$ cat config.mk
export PLATFORM = sky130hd
export DESIGN_NAME = reg_file_mp_flat
export DESIGN_NICKNAME = d
export VERILOG_FILES = /design/src/rtl/reg_file_mp_pkg.sv /design/src/rtl/reg_file_mp_if.sv /design/src/rtl/reg_file_mp_scoreboard.sv /design/src/rtl/reg_file_mp.sv /design/src/flat_wrapper.sv
export SDC_FILE = /design/constraint.sdc
export NUM_CORES = 2
export LEC_CHECK = 0
export CORE_ASPECT_RATIO = 0.9
export CORE_MARGIN = 1.5
export CORE_UTILIZATION = 30
export CTS_CLUSTER_SIZE = 12
export DETAILED_ROUTE_END_ITERATION = 8
export PLACE_DENSITY = 0.44
export SETUP_SLACK_MARGIN = 0.1
export SLEW_MARGIN = 10
export SYNTH_ARGS = -nofsm -noshare
export SYNTH_HDL_FRONTEND = slang
export SYNTH_HIERARCHICAL = 1
export SYNTH_SLANG_ARGS = --single-unit
$ cat constraint.sdc
create_clock -name clk -period 8.5 [get_ports clk]
set_input_delay 1.7 -clock clk [delete_from_list [all_inputs] [get_ports clk]]
set_output_delay 1.7 -clock clk [all_outputs]
set_load 0.02 [all_outputs]
$ cat src/rtl/reg_file_mp_pkg.sv
// Shared types and constants for the multi-port register file.
// Holds default-width typedefs and writeback port indices.
package reg_file_mp_pkg;

  localparam int P_DW    = 32;
  localparam int P_DEPTH = 32;
  localparam int P_AW    = $clog2(P_DEPTH);

  typedef logic [P_AW-1:0] reg_addr_t;
  typedef logic [P_DW-1:0] word_t;

  localparam int WB_PORT_ALU = 0;
  localparam int WB_PORT_MEM = 1;
  localparam int ZERO_ADDR   = 0;

endpackage

$ cat src/rtl/reg_file_mp_if.sv
// Bus between pipeline (master) and register file (slave).
// Carries read ports, two writeback ports, issue/flush and busy_vec.
interface reg_file_mp_if #(
  parameter int DW    = 32,
  parameter int AW    = 5,
  parameter int NR    = 2,
  parameter int DEPTH = 32
);
  logic [NR*AW-1:0] rd_reg;
  logic [NR*DW-1:0] rd_data;
  logic [NR-1:0]    rd_busy;
  logic [1:0]       wr_en;
  logic [2*AW-1:0]  wr_reg;
  logic [2*DW-1:0]  wr_data;
  logic             issue_en;
  logic [AW-1:0]    issue_reg;
  logic             flush;
  logic [DEPTH-1:0] busy_vec;

  modport master (
    output rd_reg, wr_en, wr_reg, wr_data,
    output issue_en, issue_reg, flush,
    input  rd_data, rd_busy, busy_vec
  );

  modport slave (
    input  rd_reg, wr_en, wr_reg, wr_data,
    input  issue_en, issue_reg, flush,
    output rd_data, rd_busy, busy_vec
  );
endinterface

$ cat src/rtl/reg_file_mp_scoreboard.sv
// Per-register busy bits: flush > issue > writeback clear > hold.
// Ports: clk, rst (sync active-low), issue, writeback, flush, busy_vec.
module reg_scoreboard
  import reg_file_mp_pkg::*;
#(
  parameter int DEPTH    = 32,
  parameter int AW       = 5,
  parameter int ZERO_REG = 1
) (
  input  logic             clk,
  input  logic             rst,
  input  logic             issue_en,
  input  logic [AW-1:0]    issue_reg,
  input  logic [1:0]       wr_en,
  input  logic [2*AW-1:0]  wr_reg,
  input  logic             flush,
  output logic [DEPTH-1:0] busy_vec
);

  logic [DEPTH-1:0] busy_q;
  logic [DEPTH-1:0] busy_nxt;
  logic [AW-1:0]    wa_alu;
  logic [AW-1:0]    wa_mem;

  assign wa_alu = wr_reg[WB_PORT_ALU*AW +: AW];
  assign wa_mem = wr_reg[WB_PORT_MEM*AW +: AW];

  always_comb begin
    busy_nxt = busy_q;
    for (int r = 0; r < DEPTH; r++) begin
      if (issue_en && issue_reg == AW'(r))
        busy_nxt[r] = 1'b1;
      else if ((wr_en[WB_PORT_ALU] && wa_alu == AW'(r)) ||
               (wr_en[WB_PORT_MEM] && wa_mem == AW'(r)))
        busy_nxt[r] = 1'b0;
    end
    if (flush)
      busy_nxt = '0;
    if (ZERO_REG != 0)
      busy_nxt[ZERO_ADDR] = 1'b0;
  end

  always_ff @(posedge clk) begin
    if (!rst)
      busy_q <= '0;
    else
      busy_q <= busy_nxt;
  end

  assign busy_vec = busy_q;

endmodule

$ cat src/rtl/reg_file_mp.sv
// Multi-port register file: 2 writeback ports, NR read ports, bypass.
// Ports: clk, rst (sync active-low), bus (reg_file_mp_if.slave).
module reg_file_mp
  import reg_file_mp_pkg::*;
#(
  parameter int DW       = 32,
  parameter int DEPTH    = 32,
  parameter int NR       = 2,
  parameter int ZERO_REG = 1,
  parameter int BYPASS   = 1
) (
  input  logic        clk,
  input  logic        rst,
  reg_file_mp_if.slave bus
);

  localparam int AW = $clog2(DEPTH);

  logic [DW-1:0]    regs [DEPTH];
  logic [AW-1:0]    wa_alu;
  logic [AW-1:0]    wa_mem;
  logic [DW-1:0]    wd_alu;
  logic [DW-1:0]    wd_mem;
  logic             we_alu;
  logic             we_mem;
  logic [DEPTH-1:0] busy;

  assign wa_alu = bus.wr_reg[WB_PORT_ALU*AW +: AW];
  assign wa_mem = bus.wr_reg[WB_PORT_MEM*AW +: AW];
  assign wd_alu = bus.wr_data[WB_PORT_ALU*DW +: DW];
  assign wd_mem = bus.wr_data[WB_PORT_MEM*DW +: DW];
  assign we_alu = bus.wr_en[WB_PORT_ALU] &&
                  !(ZERO_REG != 0 && wa_alu == AW'(ZERO_ADDR));
  assign we_mem = bus.wr_en[WB_PORT_MEM] &&
                  !(ZERO_REG != 0 && wa_mem == AW'(ZERO_ADDR));

  // MEM port applied last so it wins a same-register collision.
  always_ff @(posedge clk) begin
    if (!rst) begin
      for (int i = 0; i < DEPTH; i++)
        regs[i] <= '0;
    end else begin
      if (we_alu)
        regs[wa_alu] <= wd_alu;
      if (we_mem)
        regs[wa_mem] <= wd_mem;
    end
  end

  reg_scoreboard #(
    .DEPTH    (DEPTH),
    .AW       (AW),
    .ZERO_REG (ZERO_REG)
  ) u_sb (
    .clk       (clk),
    .rst       (rst),
    .issue_en  (bus.issue_en),
    .issue_reg (bus.issue_reg),
    .wr_en     (bus.wr_en),
    .wr_reg    (bus.wr_reg),
    .flush     (bus.flush),
    .busy_vec  (busy)
  );

  assign bus.busy_vec = busy;

  for (genvar k = 0; k < NR; k++) begin : g_rd
    logic [AW-1:0] a;
    logic [DW-1:0] d;

    assign a = bus.rd_reg[k*AW +: AW];

    always_comb begin
      d = regs[a];
      if (BYPASS != 0) begin
        if (we_alu && wa_alu == a)
          d = wd_alu;
        if (we_mem && wa_mem == a)
          d = wd_mem;
      end
      if (ZERO_REG != 0 && a == AW'(ZERO_ADDR))
        d = '0;
    end

    assign bus.rd_data[k*DW +: DW] = d;
    assign bus.rd_busy[k]          = busy[a];
  end

endmodule

$ cat src/flat_wrapper.sv
// flat-port wrapper written by rule: the top's interface ports become plain ports
module reg_file_mp_flat import reg_file_mp_pkg::*;
#(
  parameter int DW       = 32,
  parameter int DEPTH    = 32,
  parameter int NR       = 2,
  parameter int ZERO_REG = 1,
  parameter int BYPASS   = 1
)
  (clk, rst, bus_rd_reg, bus_wr_en, bus_wr_reg, bus_wr_data, bus_issue_en, bus_issue_reg, bus_flush, bus_rd_data, bus_rd_busy, bus_busy_vec);
  reg_file_mp_if #(.DW(DW), .AW(5), .NR(NR), .DEPTH(DEPTH)) bus_i ();
  input  logic clk;
  input  logic rst;
  input wire logic [$bits(bus_i.rd_reg)-1:0] bus_rd_reg;
  input wire logic [$bits(bus_i.wr_en)-1:0] bus_wr_en;
  input wire logic [$bits(bus_i.wr_reg)-1:0] bus_wr_reg;
  input wire logic [$bits(bus_i.wr_data)-1:0] bus_wr_data;
  input wire logic [$bits(bus_i.issue_en)-1:0] bus_issue_en;
  input wire logic [$bits(bus_i.issue_reg)-1:0] bus_issue_reg;
  input wire logic [$bits(bus_i.flush)-1:0] bus_flush;
  output wire logic [$bits(bus_i.rd_data)-1:0] bus_rd_data;
  output wire logic [$bits(bus_i.rd_busy)-1:0] bus_rd_busy;
  output wire logic [$bits(bus_i.busy_vec)-1:0] bus_busy_vec;
  assign bus_i.rd_reg = bus_rd_reg;
  assign bus_i.wr_en = bus_wr_en;
  assign bus_i.wr_reg = bus_wr_reg;
  assign bus_i.wr_data = bus_wr_data;
  assign bus_i.issue_en = bus_issue_en;
  assign bus_i.issue_reg = bus_issue_reg;
  assign bus_i.flush = bus_flush;
  assign bus_rd_data = bus_i.rd_data;
  assign bus_rd_busy = bus_i.rd_busy;
  assign bus_busy_vec = bus_i.busy_vec;
  reg_file_mp #(.DW(DW), .DEPTH(DEPTH), .NR(NR), .ZERO_REG(ZERO_REG), .BYPASS(BYPASS)) u_core (.clk(clk), .rst(rst), .bus(bus_i));
endmodule
==> results by group <==
Logic synthesis
  • Compound-Gate Fraction of Synth Area: 21.51%
  • Synthesized flop and latch total: between 1000 and 1500
  • Number of synthesized flops with an enable pin: 1024
  • Post-synthesis share of cell area spent on full adders, half adders and majority gates: 0%
  • Asr flop ratio synth: 0%
  • YS warnings: 6
  • Synthesized area per cell: 13.53 µm²
  • Xor and xnor fraction of the mapped netlist area: less than 1%
  • Gate Count Post-Synth: roughly 4600
  • Share of synthesized area spent on multiplexers: between 10% and 20%
  • Yosys cell types: 51
  • Area fraction in and, or, nand and nor cells after synthesis: 3.216%
  • Combinational family with the most area after synthesis: compound AO/OA/AOI/OAI gates
  • Most used flip-flop cell after synthesis: sky130_fd_sc_hd__edfxtp_1
  • Sequential area share after synthesis: 50.53%
  • Cell Area, Synth: 0.06208 mm²

Final layout
  • Area of the multi-input gates: 0.02847 mm²
  • Final instance area: 0.07107 mm²
  • Count of nets after finishing: 4566
  • Number of fill cells in the layout: just under 20000
  • Non-filler cells, final: 7291
  • Layout area overhead: 14.47%
  • Fraction of final layout cells sized beyond drive strength 1: about a fifth
  • Core occupancy in the finished layout: 34.53%
  • Sequential cell area: 0.03137 mm²

Pwr
  • Leakage dissipation: 23.93 nW
  • P per Cell Area: between 150 and 200 mW/mm²
  • Total Power Consumption: 13.52 mW
  • Worst-case vdd ir drop: 152.5 µV

Clock network
  • Hold_buf cts: 0
  • Source-to-sink clock delay at the later pin of the worst-skew pair: 770 ps
  • Count of cells resized by post-cts repair: 0
  • Count of buffers added by post-CTS timing repair for setup: 0
  • Max Buffers Root-to-Sink: 3
  • Number of levels the H-tree was split into: 3
  • Clock slew at the register clock pins of the worst setup and hold paths: 60 ps
  • Clock tree from TritonCTS: yes
  • Number of buffers created by CTS: 118
  • Clock net sink count: 1055
  • Clk Tree Root Cell: sky130_fd_sc_hd__clkbuf_16

Die
  • DIE WIDTH: 482.5 µm
  • Height of the chip: about 430 µm
  • Total die area: 0.2097 mm²
  • Std cell rows: 158
  • Starting Density: 30.17%
  • Ports: 193
  • Area of the core: 0.2058 mm²

Placement
  • Routability cong.: 0.8547
  • Placement-stage worst setup slack: 1432 ps
  • Placed instance area: 0.06729 mm²
  • Placed Cells: 7071
  • PortBufs: approximately 190
  • Final HPWL from detailed placement: 182400 µm

Critical path
  • Crit path DAT: 5410 ps
  • Cell with the most instances on the worst path: sky130_fd_sc_hd__clkdlybuf4s50_1
  • FF-to-FF setup slack: 7690 ps
  • Family with the most delay on the worst path: buffers and inverters
  • CP Buf/Inv Count: 3
  • Crit path cell chain: clkdlybuf4s50_1, or3_1, nor3_4, nor4_4, or3b_4, buf_4, o221ai_2, clkdlybuf4s50_1
  • Classification of the worst setup path: input port to output pin
  • Worst path max stage delay: about 770 ps
  • Launching element type of the critical path: input port
  • Count of cells along the worst register-to-register path: 2
  • Capture instance of the worst register-to-register path: u_core/u_sb/busy_vec[1]
  • Worst EP required: 6800 ps
  • Reg2Reg Launch Point: u_core/u_sb/busy_vec[1]
  • Slowest CP cell: sky130_fd_sc_hd__clkdlybuf4s50_1
  • Critical Path Sink Type: output pin
  • Highest net fanout along the worst path: 20

Hold path
  • Count of cells along the worst hold path: 2
  • Worst min path class: register to register
  • Worst hold endpoint: u_core/u_sb/busy_vec[18]
  • Startpoint of the tightest hold check path: u_core/u_sb/busy_vec[18]

Timing
  • Hold Violations, Final: 0
  • Max Clock Freq: 140.6 MHz
  • Transition at the pin with the smallest max-transition slack: 1329 ps
  • Rel. slew slack: ~11%
  • Setup repair after global routing missed its margin: false
  • Final period util: 83.69%
  • Post-Route Hold Slack: 518.2 ps
  • Final min period: 7114 ps
  • Crit path setup slack, layout: 1386 ps
  • Worst Clk Skew: 0 ps
  • Pins Over Slew Limit: 0
  • Total negative setup slack: 0 ps
  • Count of final setup violators: 0

Routing
  • Vias: 48233
  • Post-route DRC: 0
  • Routed WL: 308400 µm
  • DRT antenna net count: 0
  • Routed length per instance: 42.30 µm
  • Detailed-routing iteration count for the pre-antenna-repair pass: 7
  • Count of routing violations after the opening detailed-route iteration: 6398
  • DR vias/cell: 6.615

Outcome
  • Result of the run: completed

GRT
  • Antenna violations before repair: 9
  • Global Route Usage Sum: 28.72%
  • Maximum number of pins on one net before global-route repair: 77
  • Via count of the first global-routing pass: around 47000
  • Overflow after GRT: 0
  • First-pass GRT wire length: 414000 µm

Job
  • Total of max-cap violations: 0
## layout by cell type, fill, tap and decap left out, drive strengths merged, types with 62 or more instances in the layout
master         Yosys  layout
a21oi             68      68
a221oi            62      62
a22o            1054    1054
a311oi            62      62
buf              180     263
clkbuf           512     152
clkdlybuf4s50      0     161
edfxtp          1024    1024
mux2              64      64
mux2i            404     404
mux4             330     330
nand2            202     202
nor2              72      72
o21ai             62      62
o221ai           131     131
o22ai            124     124
## cell usage after synthesis, types with 60 or more instances
library cell                  n  area, µm²
sky130_fd_sc_hd__a21oi_1     68      340.3
sky130_fd_sc_hd__a221oi_1    62      543.0
sky130_fd_sc_hd__a22o_1    1054       9231
sky130_fd_sc_hd__a311oi_1    62      543.0
sky130_fd_sc_hd__buf_2      103      515.5
sky130_fd_sc_hd__clkbuf_1   512       1922
sky130_fd_sc_hd__edfxtp_1  1024      30750
sky130_fd_sc_hd__mux2_2      64      720.7
sky130_fd_sc_hd__mux2i_1    404       4044
sky130_fd_sc_hd__mux4_2     330       7432
sky130_fd_sc_hd__nand2_1    202      758.2
sky130_fd_sc_hd__nor2_1      72      270.3
sky130_fd_sc_hd__o21ai_0     62      310.3
sky130_fd_sc_hd__o221ai_1    71      621.9
sky130_fd_sc_hd__o221ai_2    60      900.9
sky130_fd_sc_hd__o22ai_1    124      775.7
## tightest hold or removal path: cells and delay by family (launching register included)
family / cells / cell delay (ps)
flip-flops: 1 / 330
AO/OA/AOI/OAI: 1 / 70
AND/OR/NAND/NOR: 1 / 60
## how the worst max path moves through the flow
stage,slack (ps),startpoint,depth (start not counted),to
after CTS,1430,bus_wr_reg[8],7,bus_rd_data[11]
after global placement,1450,bus_wr_reg[8],7,bus_rd_data[11]
after global routing,1320,bus_wr_reg[3],8,bus_rd_data[63]
final,1390,bus_wr_reg[8],8,bus_rd_data[37]
after detailed placement,1430,bus_wr_reg[8],8,bus_rd_data[63]
after floorplan,3300,bus_wr_reg[7],8,bus_rd_data[30]
## area by class of cell
class	instances	share of cell area, %
antenna	1	0.003521
clock buffer	152	4.423
timing repair buffer	424	5.514
sequential	1055	44.14
clock inverter	67	0.8856
multi-input combinational	2838	40.06
tap	2720	4.789
inverter	34	0.1796
## flip-flops by register name (all words and copies together), names as in the netlist
register              cells
u_core/regs            1024
u_core/u_sb/busy_vec     31
## per-layer routing
| metal | GRT usage (%) | vias to the layer above | wire length [µm] |
|---|---|---|---|
| li1 | - | 18909 | - |
| met1 | 40.05 | 25715 | 130100 |
| met2 | 42.41 | 2994 | 133200 |
| met3 | 6.492 | 605 | 29560 |
| met4 | 12.76 | 10 | 15470 |
| met5 | 0 | - | 65 |
## cells by family (layout without fill, tap and decap cells)
| group | Yosys count | in the layout |
|---|---|---|
| AOI/OAI and AO/OA | 1575 | 1575 |
| DFF | 1055 | 1055 |
| muxes | 798 | 798 |
| buffers and inverters | 726 | 677 |
| and+or+nand+nor | 412 | 412 |
| xor gates and xnor gates | 20 | 20 |
| other | 2 | 34 |
## power by group
part,total [mW],switching [mW],internal [mW]
registers,6.16,0.151,6.01
clock network,5.25,2.30,2.95
logic,2.12,1.35,0.765
total,13.5,3.80,9.72
No activity file was read; power rests on OpenSTA's default activity.
